==> src/rtl/boot_seq_ctrl.sv <==
// Host command sequencer: parses LOAD/JUMP/RUN/STEP bytes from the UART and
// drives program-memory writes, PC load/increment strobes and core enable.
//
// Ports:
//   clk, reset        system clock, async active-high reset
//   rx_valid/rx_data  received byte strobe and data
//   exec_done         core retired one instruction
//   pc_load/_val      1-cycle PC load strobe and target
//   pc_inc            1-cycle PC increment strobe
//   mem_we/addr/wdata 1-cycle program memory write
//   core_en           core may execute
//   busy              a command is in progress
//   err               sticky error, cleared by the next accepted opcode
//
// Build option: BOOT_CHECKSUM_EN adds a trailing checksum byte to LOAD.
module boot_seq_ctrl #(
    parameter int AW        = 8,
    parameter int TO_W      = 20,
    parameter int TO_CYCLES = 500000
) (
    input  logic          clk,
    input  logic          reset,
    input  logic          rx_valid,
    input  logic [7:0]    rx_data,
    input  logic          exec_done,
    output logic          pc_load,
    output logic [AW-1:0] pc_load_val,
    output logic          pc_inc,
    output logic          mem_we,
    output logic [AW-1:0] mem_addr,
    output logic [7:0]    mem_wdata,
    output logic          core_en,
    output logic          busy,
    output logic          err
);

    localparam logic [7:0] OP_LOAD = 8'hA5;
    localparam logic [7:0] OP_JUMP = 8'h5A;
    localparam logic [7:0] OP_RUN  = 8'h3C;
    localparam logic [7:0] OP_STEP = 8'hC3;
    localparam logic [7:0] OP_STOP = 8'h0F;

    localparam logic [TO_W-1:0] TO_LIM   = TO_W'(TO_CYCLES - 1);
    localparam logic [TO_W-1:0] TO_ONE   = TO_W'(1);
    localparam logic [AW-1:0]   ADDR_ONE = AW'(1);

    typedef enum logic [2:0] {
        S_IDLE,
        S_GET_ADDR,
        S_GET_LEN,
        S_LOAD_DATA,
        S_GET_JMP,
        S_RUN,
        S_STEP
`ifdef BOOT_CHECKSUM_EN
        ,
        S_GET_CS
`endif
    } state_t;

    state_t state, state_d;

    logic [AW-1:0]   base, base_d;
    logic [AW-1:0]   idx, idx_d;
    // Remaining data bytes; 9 bits so a length byte of 0 can mean 256.
    logic [8:0]      rem, rem_d;
    logic [TO_W-1:0] to_cnt, to_d;

    logic            pc_load_d;
    logic [AW-1:0]   pc_load_val_d;
    logic            pc_inc_d;
    logic            mem_we_d;
    logic [AW-1:0]   mem_addr_d;
    logic [7:0]      mem_wdata_d;
    logic            core_en_d;
    logic            err_d;
    logic            timed;

`ifdef BOOT_CHECKSUM_EN
    logic [7:0]      cs, cs_d;
`endif

    always_ff @(posedge clk or posedge reset) begin
        if (reset) begin
            state <= S_IDLE;
        end else begin
            state <= state_d;
        end
    end

    always_ff @(posedge clk or posedge reset) begin
        if (reset) begin
            base        <= '0;
            idx         <= '0;
            rem         <= '0;
            to_cnt      <= '0;
            pc_load     <= 1'b0;
            pc_load_val <= '0;
            pc_inc      <= 1'b0;
            mem_we      <= 1'b0;
            mem_addr    <= '0;
            mem_wdata   <= '0;
            core_en     <= 1'b0;
            busy        <= 1'b0;
            err         <= 1'b0;
`ifdef BOOT_CHECKSUM_EN
            cs          <= '0;
`endif
        end else begin
            base        <= base_d;
            idx         <= idx_d;
            rem         <= rem_d;
            to_cnt      <= to_d;
            pc_load     <= pc_load_d;
            pc_load_val <= pc_load_val_d;
            pc_inc      <= pc_inc_d;
            mem_we      <= mem_we_d;
            mem_addr    <= mem_addr_d;
            mem_wdata   <= mem_wdata_d;
            core_en     <= core_en_d;
            busy        <= (state_d != S_IDLE);
            err         <= err_d;
`ifdef BOOT_CHECKSUM_EN
            cs          <= cs_d;
`endif
        end
    end

    always_comb begin
        state_d       = state;
        base_d        = base;
        idx_d         = idx;
        rem_d         = rem;
        to_d          = '0;
        pc_load_d     = 1'b0;
        pc_load_val_d = pc_load_val;
        pc_inc_d      = 1'b0;
        mem_we_d      = 1'b0;
        mem_addr_d    = mem_addr;
        mem_wdata_d   = mem_wdata;
        core_en_d     = 1'b0;
        err_d         = err;
        timed         = 1'b0;
`ifdef BOOT_CHECKSUM_EN
        cs_d          = cs;
`endif

        unique case (state)
            S_IDLE: begin
                if (rx_valid) begin
                    unique case (rx_data)
                        OP_LOAD: begin
                            state_d = S_GET_ADDR;
                            err_d   = 1'b0;
                        end
                        OP_JUMP: begin
                            state_d = S_GET_JMP;
                            err_d   = 1'b0;
                        end
                        OP_RUN: begin
                            state_d   = S_RUN;
                            core_en_d = 1'b1;
                            err_d     = 1'b0;
                        end
                        OP_STEP: begin
                            state_d   = S_STEP;
                            core_en_d = 1'b1;
                            err_d     = 1'b0;
                        end
                        default: err_d = 1'b1;
                    endcase
                end
            end

            S_GET_ADDR: begin
                timed = 1'b1;
                if (rx_valid) begin
                    base_d  = AW'(rx_data);
                    state_d = S_GET_LEN;
`ifdef BOOT_CHECKSUM_EN
                    cs_d    = rx_data;
`endif
                end
            end

            S_GET_LEN: begin
                timed = 1'b1;
                if (rx_valid) begin
                    rem_d   = (rx_data == 8'h00) ? 9'd256
                                                 : {1'b0, rx_data};
                    idx_d   = '0;
                    state_d = S_LOAD_DATA;
`ifdef BOOT_CHECKSUM_EN
                    cs_d    = cs + rx_data;
`endif
                end
            end

            S_LOAD_DATA: begin
                timed = 1'b1;
                if (rx_valid) begin
                    mem_we_d    = 1'b1;
                    mem_addr_d  = base + idx;
                    mem_wdata_d = rx_data;
                    idx_d       = idx + ADDR_ONE;
                    rem_d       = rem - 9'd1;
`ifdef BOOT_CHECKSUM_EN
                    cs_d        = cs + rx_data;
                    if (rem == 9'd1) state_d = S_GET_CS;
`else
                    if (rem == 9'd1) state_d = S_IDLE;
`endif
                end
            end

`ifdef BOOT_CHECKSUM_EN
            S_GET_CS: begin
                timed = 1'b1;
                if (rx_valid) begin
                    err_d   = (rx_data != cs);
                    state_d = S_IDLE;
                end
            end
`endif

            S_GET_JMP: begin
                timed = 1'b1;
                if (rx_valid) begin
                    pc_load_d     = 1'b1;
                    pc_load_val_d = AW'(rx_data);
                    state_d       = S_IDLE;
                end
            end

            S_RUN: begin
                core_en_d = 1'b1;
                if (exec_done) pc_inc_d = 1'b1;
                if (rx_valid && rx_data == OP_STOP) begin
                    core_en_d = 1'b0;
                    state_d   = S_IDLE;
                end
            end

            S_STEP: begin
                core_en_d = 1'b1;
                if (exec_done) begin
                    pc_inc_d  = 1'b1;
                    core_en_d = 1'b0;
                    state_d   = S_IDLE;
                end
            end

            default: state_d = S_IDLE;
        endcase

        // Inter-byte idle counter; only runs while a command awaits bytes.
        if (timed && !rx_valid) begin
            if (to_cnt == TO_LIM) begin
                err_d   = 1'b1;
                state_d = S_IDLE;
            end else begin
                to_d = to_cnt + TO_ONE;
            end
        end
    end

endmodule

==> config.mk <==
export PLATFORM = sky130hd
export DESIGN_NAME = boot_seq_ctrl
export DESIGN_NICKNAME = d
export VERILOG_FILES = /design/src/rtl/boot_seq_ctrl.sv
export SDC_FILE = /design/constraint.sdc
export NUM_CORES = 1
export LEC_CHECK = 0
export ABC_AREA = 1
export CAP_MARGIN = 10
export CELL_PAD_IN_SITES_DETAIL_PLACEMENT = 0
export CELL_PAD_IN_SITES_GLOBAL_PLACEMENT = 1
export CORE_MARGIN = 3
export CORE_UTILIZATION = 42
export CTS_CLUSTER_DIAMETER = 40
export DETAILED_ROUTE_END_ITERATION = 8
export PLACE_DENSITY_LB_ADDON = 0.2
export RECOVER_POWER = 50
export SYNTH_ARGS = -nofsm -noshare
export SYNTH_HDL_FRONTEND = slang
export SYNTH_SLANG_ARGS = --single-unit
export TNS_END_PERCENT = 1
==> constraint.sdc <==
create_clock -name clk -period 4 [get_ports clk]
set_clock_uncertainty 0.2 [all_clocks]
set_input_delay 1 -clock clk [delete_from_list [all_inputs] [get_ports clk]]
set_output_delay 1 -clock clk [all_outputs]
set_load 0.05 [all_outputs]
Word-level counts from Yosys, hierarchy flattened
Index checks and enable logic that the tools add are counted.
- reductions and logical operators: 15
- equal/unequal tests: 15
- muxes and demuxes: 37
- $add $sub $neg: 4
- operators by type and width (cell ; count):
    $mux W20 ; 2
    $mux W3 ; 10
    $mux W9 ; 3
    $pmux W3 S7 ; 1
    $add A20 B1 Y20 const B ; 1
    $eq A20 B19 Y1 const B ; 1
    $pmux W9 S2 ; 1
    $eq A8 B8 Y1 const B ; 2
    $mux W8 ; 2
    $pmux W8 S2 ; 1
    $mux W1 ; 15
    $pmux W3 S4 ; 1
    $eq A3 B3 Y1 const B ; 3
    $eq A9 B1 Y1 const B ; 1
    $sub A9 B1 Y9 const B ; 1
    $add A8 B1 Y8 const B ; 1
    $add A8 B8 Y8 ; 1
    $eq A8 B4 Y1 const B ; 1
    $eq A8 B6 Y1 const B ; 1
    $eq A8 B7 Y1 const B ; 1
    $logic_not A8 Y1 ; 1
    $reduce_or A4 Y1 ; 2
    $eq A3 B2 Y1 const B ; 2
    $reduce_and A2 Y1 ; 3
    10 further kinds ; 13
- word-level logic and storage cells: 85
- input bits: 12
- output and inout bits: 30
- register bits: 78

Depth between registers and ports, before layout
- word-level depth: 7
- mapped depth: 10
- depth with buffers taken out: 10

Least setup slack after synthesis
No wires, ideal clock.
- kind: input -> register
- start: in rx_valid
- end: reg base[0]
- stages on the path: 7
- library setup time: 124 ps
- slack: 1826 ps
- path buffers: 2
- required time: 3676 ps
- arrival time: 1849 ps
- cells stage by stage: buf_2 > inv_1 > nor2_1 > inv_2 > buf_2 > nand2_1 > o21ai_1
- cells in the longest elaborated chain, start to end: 1
- RTL lines (item ; RTL line ; source):
    start, declared ; 23 ; input logic rx_valid,
    $reduce_and A2 Y1 (no line) ; n/a ;
    end signal, assigned ; 110 ; base <= base_d;
    end, declared ; 63 ; logic [AW-1:0] base, base_d;
No other way between the ends.
A chain may end at the register's enable or synchronous reset.

Worst setup path in the final report
- start: in rx_valid
- end: reg to_cnt[9]
- cells in the longest elaborated chain, start to end: 3
- RTL lines (item ; RTL line ; source):
    $logic_not A1 Y1 ; 257 ; if (timed && !rx_valid) begin
    $logic_and A1 B1 Y1 ; 257 ;
    $mux W20 ; 257 ;
    via to_d[9] ; 67 ; logic [TO_W-1:0] to_cnt, to_d;
    end signal, assigned ; 113 ; to_cnt <= to_d;
    end, declared ; 67 ;
The timed path passes the listed nets, and every way through them passes these cells.

==> flow_metrics.py <==
metrics = {
    "floorplanning": {
        "ioPinCount": 42,
        "die_w_um": 106.3,
        "fp.dieH_um": 106.3,
        "core_um2": 9503,
        "die_area_um2": 11290,
        "rows": 35,
        "start_util_pct": 44.44,
    },
    "placement": {
        "place_inst": 711,
        "place_hpwl_um": 7306,
        "port_buffers": 41,
        "gp_congestion": 0.8497,
    },
    "synth": {
        "synthArstFlopShare_pct": 100.0,
        "ys_types": 35,
        "synth_area_um2": 4223,
        "synth.avg_cell_area_um2": 7.692,
        "yosys_warnings": 0,
        "synth_ff_type": "dfrtp_1",
        "ys_ff_latch": 78,
        "syn_nets": 573,
        "ys_seq_area_share_pct": 46.22,
        "ys_top_cells_by_count": "nand2_1, dfrtp_1, nor2_1, inv_1, nand3_1",
        "yosys.area.top_type_share_pct": 46.22,
        "synth_cells": 549,
        "synth_most_common_cell": "nand2_1",
        "synth_edf_count": 0,
        "yosys.area.top_type": "dfrtp_1",
        "yosys-top-cells-area": "dfrtp_1, nand2_1, nor2_1",
    },
    "run_status": {
        "violations": "capacitance limit, slew limit",
        "status": "finished with violations",
    },
    "clock_network": {
        "post_cts_resized": 0,
        "cts_tree": "done",
        "max-clock-path-buffers": 2,
        "h-tree-depth": 3,
        "post_cts_buffers": 0,
        "cts_sinks": 78,
        "cts_made_buffers": 9,
        "ctsHoldBuffers": 0,
        "clock-root-buffer": "clkbuf_8",
        "clk_pin_slew_worst_paths_ns": 0.09,
        "clock_latency_ns": 0.35,
    },
    "hold_path": {
        "holdCritPathClass": "register to register",
    },
    "grt": {
        "grt_first_pass_wirelength_um": 16880,
        "grt_usage_pct": 18.71,
        "grt_start_max_net_pins": 44,
        "antenna_found_initial": 0,
        "grt_pass1_vias": 3438,
        "grt_overflow": 0,
    },
    "final_layout": {
        "area_growth_pct": 18.93,
        "final_layout_size_suffix_gt1_share_pct": 6.689,
        "n_antenna_cell": 0,
        "nNetsFinal": 617,
        "nFillCells": 925,
        "multi_input_area_um2": 1963,
        "seq_area_um2": 1952,
        "fin_cells": 727,
    },
    "critical_path": {
        "required_ns": 4.08,
        "endpoint_kind": "register",
        "slowest_delay_ns": 0.68,
        "path_max_fanout": 10,
        "crit_slowest_cell": "dlygate4sd3_1",
        "path_class": "primary input to register",
        "crit_arrival_ns": 2.85,
        "path_cells": "dlygate4sd3_1 > inv_1 > nand2_1 > nor2_8 > o21ai_1 > a21oi_1",
        "critPathLaunchType": "primary input",
    },
    "sta": {
        "min_period_ns": 2.769,
        "period_share_pct": 69.23,
        "finalSetupViolCount": 0,
        "relSlewSlack_pct": -9.367,
        "worstMarginPinSlew_ns": 1.632,
        "finalSetupTns_ns": 0,
        "report.final.slew_viol_count": 36,
        "fmax_ghz": 0.3611,
        "finalHoldViolCount": 0,
        "rsz0062_at_grt": "false",
    },
    "power_and_ir_drop": {
        "p_per_area_nw_per_um2": 657.0,
        "leakagePower_nw": 2.337,
        "ir_drop_v": 0.0003334,
    },
    "detailed_routing": {
        "drc": 0,
        "viasPerCell": 5.012,
        "wire_per_inst_um": 13.70,
        "drtAntennaViolNets": 0,
        "num_vias": 3644,
        "routed_wl_um": 9957,
        "drtIter0Drc": 218,
        "firstDrtPassIters": 4,
    },
    "run": {
        "max_cap_violations": 1,
    },
}
per-layer routing:
| layer | track usage (%) | part of all wire [%] | vias up |
|---|---|---|---|
| met5 | 0 | 0 | - |
| met1 | 27.31 | 50 | 1685 |
| met4 | 6.013 | 1.2 | 0 |
| met3 | 2.854 | 3.8 | 12 |
| met2 | 28.51 | 44 | 71 |
| li1 | - | - | 1876 |
worst paths after layout:
check / slack [ns] / cells after the start / start / to
min reg2reg: 0.26 / 1 / to_cnt[0] / to_cnt[0]
min in group asynchronous: 1.28 / 2 / reset / pc_load
max in group asynchronous: 1.47 / 3 / reset / mem_addr[2]
min: 0.26 / 1 / to_cnt[0] / to_cnt[0]
max reg2reg: 1.84 / 8 / state[1] / idx[7]
max: 1.23 / 6 / rx_valid / to_cnt[9]
registers in the layout (all words and copies together) (netlist names):
register     flops
state            3
pc_load          1
idx              8
pc_inc           1
mem_we           1
rem              9
base             8
mem_wdata        8
mem_addr         8
err              1
core_en          1
to_cnt          20
pc_load_val      8
busy             1
power breakdown:
| part | leakage [nW] | internal (W) | switching [W] |
|---|---|---|---|
| Combinational | 1.18 | 0.000443 | 0.000908 |
| Clock | 0.134 | 0.000481 | 0.000317 |
| Sequential | 1.02 | 0.00100 | 0.000151 |
cell families after synthesis:
| group | after synthesis | synth area share (%) |
|---|---|---|
| buf+inv | 73 | 7.111 |
| xor+xnor | 12 | 2.489 |
| fa+ha+maj | 12 | 3.733 |
| flops | 78 | 46.22 |
| simple gates | 285 | 29.36 |
| compound gates | 89 | 11.08 |
layout make-up:
class | instances | share of cell area [%]
clock buffer | 9 | 2.466
clock inverter | 7 | 2.915
inverter | 63 | 4.733
multi-input combinational | 398 | 39.09
sequential | 78 | 38.86
tap | 129 | 3.214
timing repair buffer | 43 | 8.719
placed cells by master, fill, tap and decap left out, drive strengths merged:
master / count
clkinvlp: 1
xor2: 11
dlygate4sd3: 3
nand2: 150
o31ai: 1
nand3: 36
nor2: 76
a21oi: 19
and3: 1
ha: 11
o21bai: 1
nor3: 9
nand4: 11
fa: 1
xnor2: 1
nor3b: 1
clkinv: 3
clkbuf: 9
o211ai: 3
o22ai: 2
a31oi: 2
a21boi: 1
clkdlybuf4s50: 38
o21ai: 59
buf: 2
or2: 1
inv: 62
a21o: 1
dfrtp: 78
bufinv: 4
through the flow:
step                      util (%)  cell area, um^2  hold slack [ns]  worst slack, ns  power (W)
after global placement       50.09             4760           0.2488           0.9955   0.002515
final                        52.85             5022           0.2630            1.231   0.003300
after global routing         52.85             5022           0.2997            1.036   0.003529
after floorplan                  -             4223           0.2285           0.8050   0.002154
after CTS                    52.93             5030           0.2641            1.239   0.003338
after detailed placement     50.09             4760           0.2520           0.9420   0.002529
critical path, delay by kind of cell:
| kind | cells | cell delay [ns] |
|---|---|---|
| buf+inv | 2 | 0.90 |
| simple gates | 2 | 0.71 |
| compound gates | 2 | 0.23 |
(Power assumes the default switching activity.)
